--- src/rtl/uart_rx_fifo.sv ---
// UART receive elastic buffer: FWFT FIFO that never stalls the receiver,
// with drop-on-overflow, optional error discard and saturating statistics.
//
// Ports:
//   clk, rst         - clock, synchronous active-high reset
//   s_axis_*         - characters + error flag from the UART receiver
//   m_axis_*         - head-of-FIFO character + error flag to the host
//   count/full/empty - occupancy status derived from registered state
//   overflow_cnt     - characters dropped on full (saturating)
//   error_cnt        - characters received with an error flag (saturating)
//   clear_stats      - one-cycle pulse zeroing both statistics counters
module uart_rx_fifo #(
    parameter int DATA_WIDTH  = 8,
    parameter int DEPTH_LOG2  = 4,
    parameter int DROP_ERRORS = 0
) (
    input  logic                  clk,
    input  logic                  rst,
    input  logic [DATA_WIDTH-1:0] s_axis_tdata,
    input  logic                  s_axis_tvalid,
    output logic                  s_axis_tready,
    input  logic                  s_axis_terror,
    output logic [DATA_WIDTH-1:0] m_axis_tdata,
    output logic                  m_axis_tvalid,
    input  logic                  m_axis_tready,
    output logic                  m_axis_terror,
    output logic [DEPTH_LOG2:0]   count,
    output logic                  full,
    output logic                  empty,
    output logic [15:0]           overflow_cnt,
    output logic [15:0]           error_cnt,
    input  logic                  clear_stats
);

    localparam int DEPTH = 1 << DEPTH_LOG2;
    localparam int PW    = DEPTH_LOG2 + 1;
    localparam logic [PW-1:0] ONE = PW'(1);
    localparam bit DROP = (DROP_ERRORS != 0);

    logic [DATA_WIDTH:0] mem_q [DEPTH];
    logic [PW-1:0]       wr_ptr_q, wr_ptr_d;
    logic [PW-1:0]       rd_ptr_q, rd_ptr_d;
    logic [PW-1:0]       count_q, count_d;
    logic [15:0]         ovf_q, ovf_d;
    logic [15:0]         err_q, err_d;

    logic push_req, pop, eligible, store, ovf_ev, err_ev;
    logic [DATA_WIDTH:0] head;

    // Full/empty come from the pointers only: same address, MSB tells which.
    assign empty = (wr_ptr_q == rd_ptr_q);
    assign full  = (wr_ptr_q[PW-1] != rd_ptr_q[PW-1]) &&
                   (wr_ptr_q[PW-2:0] == rd_ptr_q[PW-2:0]);

    assign s_axis_tready = ~rst;
    assign m_axis_tvalid = ~empty;

    assign push_req = s_axis_tvalid & s_axis_tready;
    assign pop      = m_axis_tvalid & m_axis_tready;
    assign eligible = ~(DROP & s_axis_terror);
    // A pop frees the head slot on this edge, so a full FIFO may still store.
    assign store    = push_req & eligible & (~full | pop);
    assign ovf_ev   = push_req & eligible & full & ~pop;
    assign err_ev   = push_req & s_axis_terror;

    assign head          = mem_q[rd_ptr_q[PW-2:0]];
    assign m_axis_tdata  = head[DATA_WIDTH-1:0];
    assign m_axis_terror = head[DATA_WIDTH];

    assign count        = count_q;
    assign overflow_cnt = ovf_q;
    assign error_cnt    = err_q;

    always_comb begin
        wr_ptr_d = wr_ptr_q;
        rd_ptr_d = rd_ptr_q;
        count_d  = count_q;
        ovf_d    = ovf_q;
        err_d    = err_q;

        if (store) wr_ptr_d = wr_ptr_q + ONE;
        if (pop)   rd_ptr_d = rd_ptr_q + ONE;

        if (store && !pop)      count_d = count_q + ONE;
        else if (pop && !store) count_d = count_q - ONE;

        if (clear_stats)                    ovf_d = '0;
        else if (ovf_ev && ovf_q != 16'hFFFF) ovf_d = ovf_q + 16'd1;

        if (clear_stats)                    err_d = '0;
        else if (err_ev && err_q != 16'hFFFF) err_d = err_q + 16'd1;
    end

    always_ff @(posedge clk) begin
        if (rst) begin
            wr_ptr_q <= '0;
            rd_ptr_q <= '0;
            count_q  <= '0;
            ovf_q    <= '0;
            err_q    <= '0;
        end else begin
            wr_ptr_q <= wr_ptr_d;
            rd_ptr_q <= rd_ptr_d;
            count_q  <= count_d;
            ovf_q    <= ovf_d;
            err_q    <= err_d;
        end
    end

    // Storage is not reset; only the pointers define what is valid.
    always_ff @(posedge clk) begin
        if (store) mem_q[wr_ptr_q[PW-2:0]] <= {s_axis_terror, s_axis_tdata};
    end

endmodule

--- config.mk ---
export PLATFORM = sky130hd
export DESIGN_NAME = uart_rx_fifo
export DESIGN_NICKNAME = d
export VERILOG_FILES = /design/src/rtl/uart_rx_fifo.sv
export SDC_FILE = /design/constraint.sdc
export NUM_CORES = 1
export LEC_CHECK = 0
export BUFFER_PORTS_ARGS = -buffer_cell sky130_fd_sc_hd__buf_2
export CAP_MARGIN = 30
export CORE_UTILIZATION = 35
export DETAILED_ROUTE_END_ITERATION = 7
export GPL_ROUTABILITY_DRIVEN = 0
export GPL_TIMING_DRIVEN = 0
export PLACE_DENSITY = 0.61
export SYNTH_ARGS = -nofsm -noshare
export SYNTH_HDL_FRONTEND = slang
export SYNTH_SLANG_ARGS = --single-unit
--- constraint.sdc ---
create_clock -name clk -period 3.74 [get_ports clk]
set_clock_uncertainty 0.2 [all_clocks]
set_input_delay 1.122 -clock clk [delete_from_list [all_inputs] [get_ports clk]]
set_output_delay 1.122 -clock clk [all_outputs]
set_load 0.02 [all_outputs]
==> results.sh <==
export IMPL_synth_edf_count=144
export IMPL_initial_utilization=0.358
export IMPL_sw_frac_of_total=0.271
export IMPL_antenna_found_initial=0
export IMPL_vias_per_cell=5.29
export IMPL_critPathCaptureType="primary output"
export IMPL_finalSetupViolations=0
export IMPL_yosysSeqAreaShare=0.660
export IMPL_h_tree_depth=4
export IMPL_power_density_nw_per_um2=524
export IMPL_dpl_hpwl_um=11600
export IMPL_num_rows=55
export IMPL_drive_gt1_frac=0.283
export IMPL_drt_initial_drc_count=306
export IMPL_cap_viol_max_count=0
export IMPL_hold_class="flop to flop"
export IMPL_fin_crit_ns=3.67
export IMPL_yosys_top_cells_area="edfxtp_1, dfxtp_1, mux4_2"
export IMPL_yosysTopAreaCell="edfxtp_1"
export IMPL_cts_root_buffer="clkbuf_16"
export IMPL_start_kind="flop"
export IMPL_p_leak_nw=3.14
export IMPL_post_route_util=0.420
export IMPL_critical_path_class="flop to primary output"
export IMPL_slew_headroom=0.349
export IMPL_cts_inserted_buffers=17
export IMPL_diodes=0
export IMPL_ant_nets=0
export IMPL_netlist_area_leader_share=0.534
export IMPL_place_ws_ns=-0.122
export IMPL_insertion_delay_ns=0.43
export IMPL_outcome="finished, final reports clean"
export IMPL_clockBufferDepth=2
export IMPL_syn_area_sq_um=8100
export IMPL_core_area_sq_um=22600
export IMPL_ir_worst_vdd_mv=0.294
export IMPL_period_share=0.981
export IMPL_fmax_mhz=273
export IMPL_path_max_fanout=10
export IMPL_yosysWarnings=0
export IMPL_dpl_cell_area_sq_um=8800
export IMPL_drc=0
export IMPL_synth_ff_latch_count=195
export IMPL_syn_inst=519
export IMPL_grt_max_degree=23
export IMPL_p_switching_mw=1.35
export IMPL_seq_power_share=0.481
export IMPL_syn_nets=545
export IMPL_cts_tree="done"
export IMPL_synth_cell_type_count=52
export IMPL_tightest_slew_ns=0.971
export IMPL_setup_slack_ns=0.0705
export IMPL_internal_power_mw=3.63
export IMPL_first_pass_iters=5
export IMPL_finalHoldWorstSlack_ns=0.314
export IMPL_synth_most_common_cell="edfxtp_1"
export IMPL_yosys_top_cells_count="edfxtp_1, dfxtp_1, nor2_1"
export IMPL_synth_ff_type="edfxtp_1"
export IMPL_clockPowerShare=0.371
export IMPL_async_flop_share=0
export IMPL_fp_dieH_um=154
export IMPL_io_pins=64
export IMPL_portBuffers=63
export IMPL_wirelength_um=16800
export IMPL_finalInstanceArea_sq_um=9510
export IMPL_num_vias=4777
export IMPL_wl_per_cell_um=18.6
export IMPL_overflow=0
export IMPL_area_delta_synth_final_pct=17.4
export IMPL_cts_sinks=195
export IMPL_hold_viol_final=0
export IMPL_design_die_area_sq_um=23800
export IMPL_rsz0062_at_grt="no"
export IMPL_pwr_share_comb=0.148
export IMPL_critPathRequiredTime_ns=2.42
export IMPL_fin_setup_tns_ns=0
export IMPL_syn_area_per_cell_sq_um=15.6
export IMPL_grt_usage=0.149
export IMPL_dp_cells=868
export IMPL_grt_pass1_vias=4755
export IMPL_die_w_um=154
export IMPL_layoutNonFillerInstCount=903
export IMPL_grt_pass1_wl_um=26500
export IMPL_slew_violations=0
export IMPL_nets=631
export IMPL_arrival_ns=2.35
export IMPL_power_mw=4.98
export IMPL_path_clk_slew_ns=0.07
[power groups by stage]
| stage | sequential [mW] | combinational (mW) | clock, mW |
|---|---|---|---|
| after floorplan | 2.46 | 0.471 | 0 |
| after global placement | 2.44 | 0.675 | 0 |
| after detailed placement | 2.44 | 0.701 | 0 |
| after CTS | 2.40 | 0.746 | 1.89 |
| after global routing | 2.40 | 0.793 | 1.97 |
| final | 2.40 | 0.737 | 1.84 |
[flip-flops by register name, indices dropped and copies added (netlist names), named ones only]
signal        count
error_cnt        16
mem_q           144
wr_ptr_q          5
rd_ptr_q          5
count             5
overflow_cnt     16
[worst paths after layout]
check                  startpoint               to  slack, ns  depth (start not counted)
setup / recovery             flop    m_axis_terror       0.07                          5
hold / removal    overflow_cnt[1]  overflow_cnt[1]       0.31                          2
setup reg to reg      wr_ptr_q[3]         count[4]       0.34                         12
hold reg to reg   overflow_cnt[1]  overflow_cnt[1]       0.31                          2
[metal layers]
layer,share of wire,GRT usage,vias to the layer above
met4,0.010,0.0462,0
met3,0.065,0.0355,15
met1,0.41,0.183,2398
met2,0.51,0.257,147
met5,0,0,-
li1,-,-,2217
[worst max-delay path, stage by stage (launching register included)]
cell and delay, ns:
dfxtp_1 0.36, buf_8 0.14, buf_8 0.18, mux4_2 0.51, mux4_2 0.53, buf_2 0.19
[cells in the final DEF (no fill, tap or decap), drive strengths merged, types with 11 or more instances in the layout]
cell type and n:
ha 11, nor2 49, xor2 13, nand3 11
buf 79, o21ai 12, clkbuf 27, a21oi 20
nand2 24, edfxtp 144, dfxtp 51, xnor2 15
inv 17, nand4 11, mux4 45
[logic make-up after synthesis]
kind of cell	count (synthesis)	share of synthesized area
simple gates	145	0.0945
xor+xnor	28	0.0312
compound gates	61	0.0482
mux	50	0.131
fa+ha+maj	12	0.0195
flops	195	0.660
buf+inv	28	0.0153
[final cells by class]
class,instances,area [sq um]
multi-input combinational,296,2660
timing repair buffer,68,357
sequential,195,5350
inverter,6,22.5
clock buffer,17,425
buffer,21,160
clock inverter,15,188
tap,285,357
fill,2011,13100
[timing repair]
action | in CTS | in global routing
endpoints found under the setup margin | 10 | 0
buffers inserted | 2 | 0
resized for setup | 22 | 0
hold buffers | 0 | 0
Note: power is estimated with default switching activity, not from simulation.
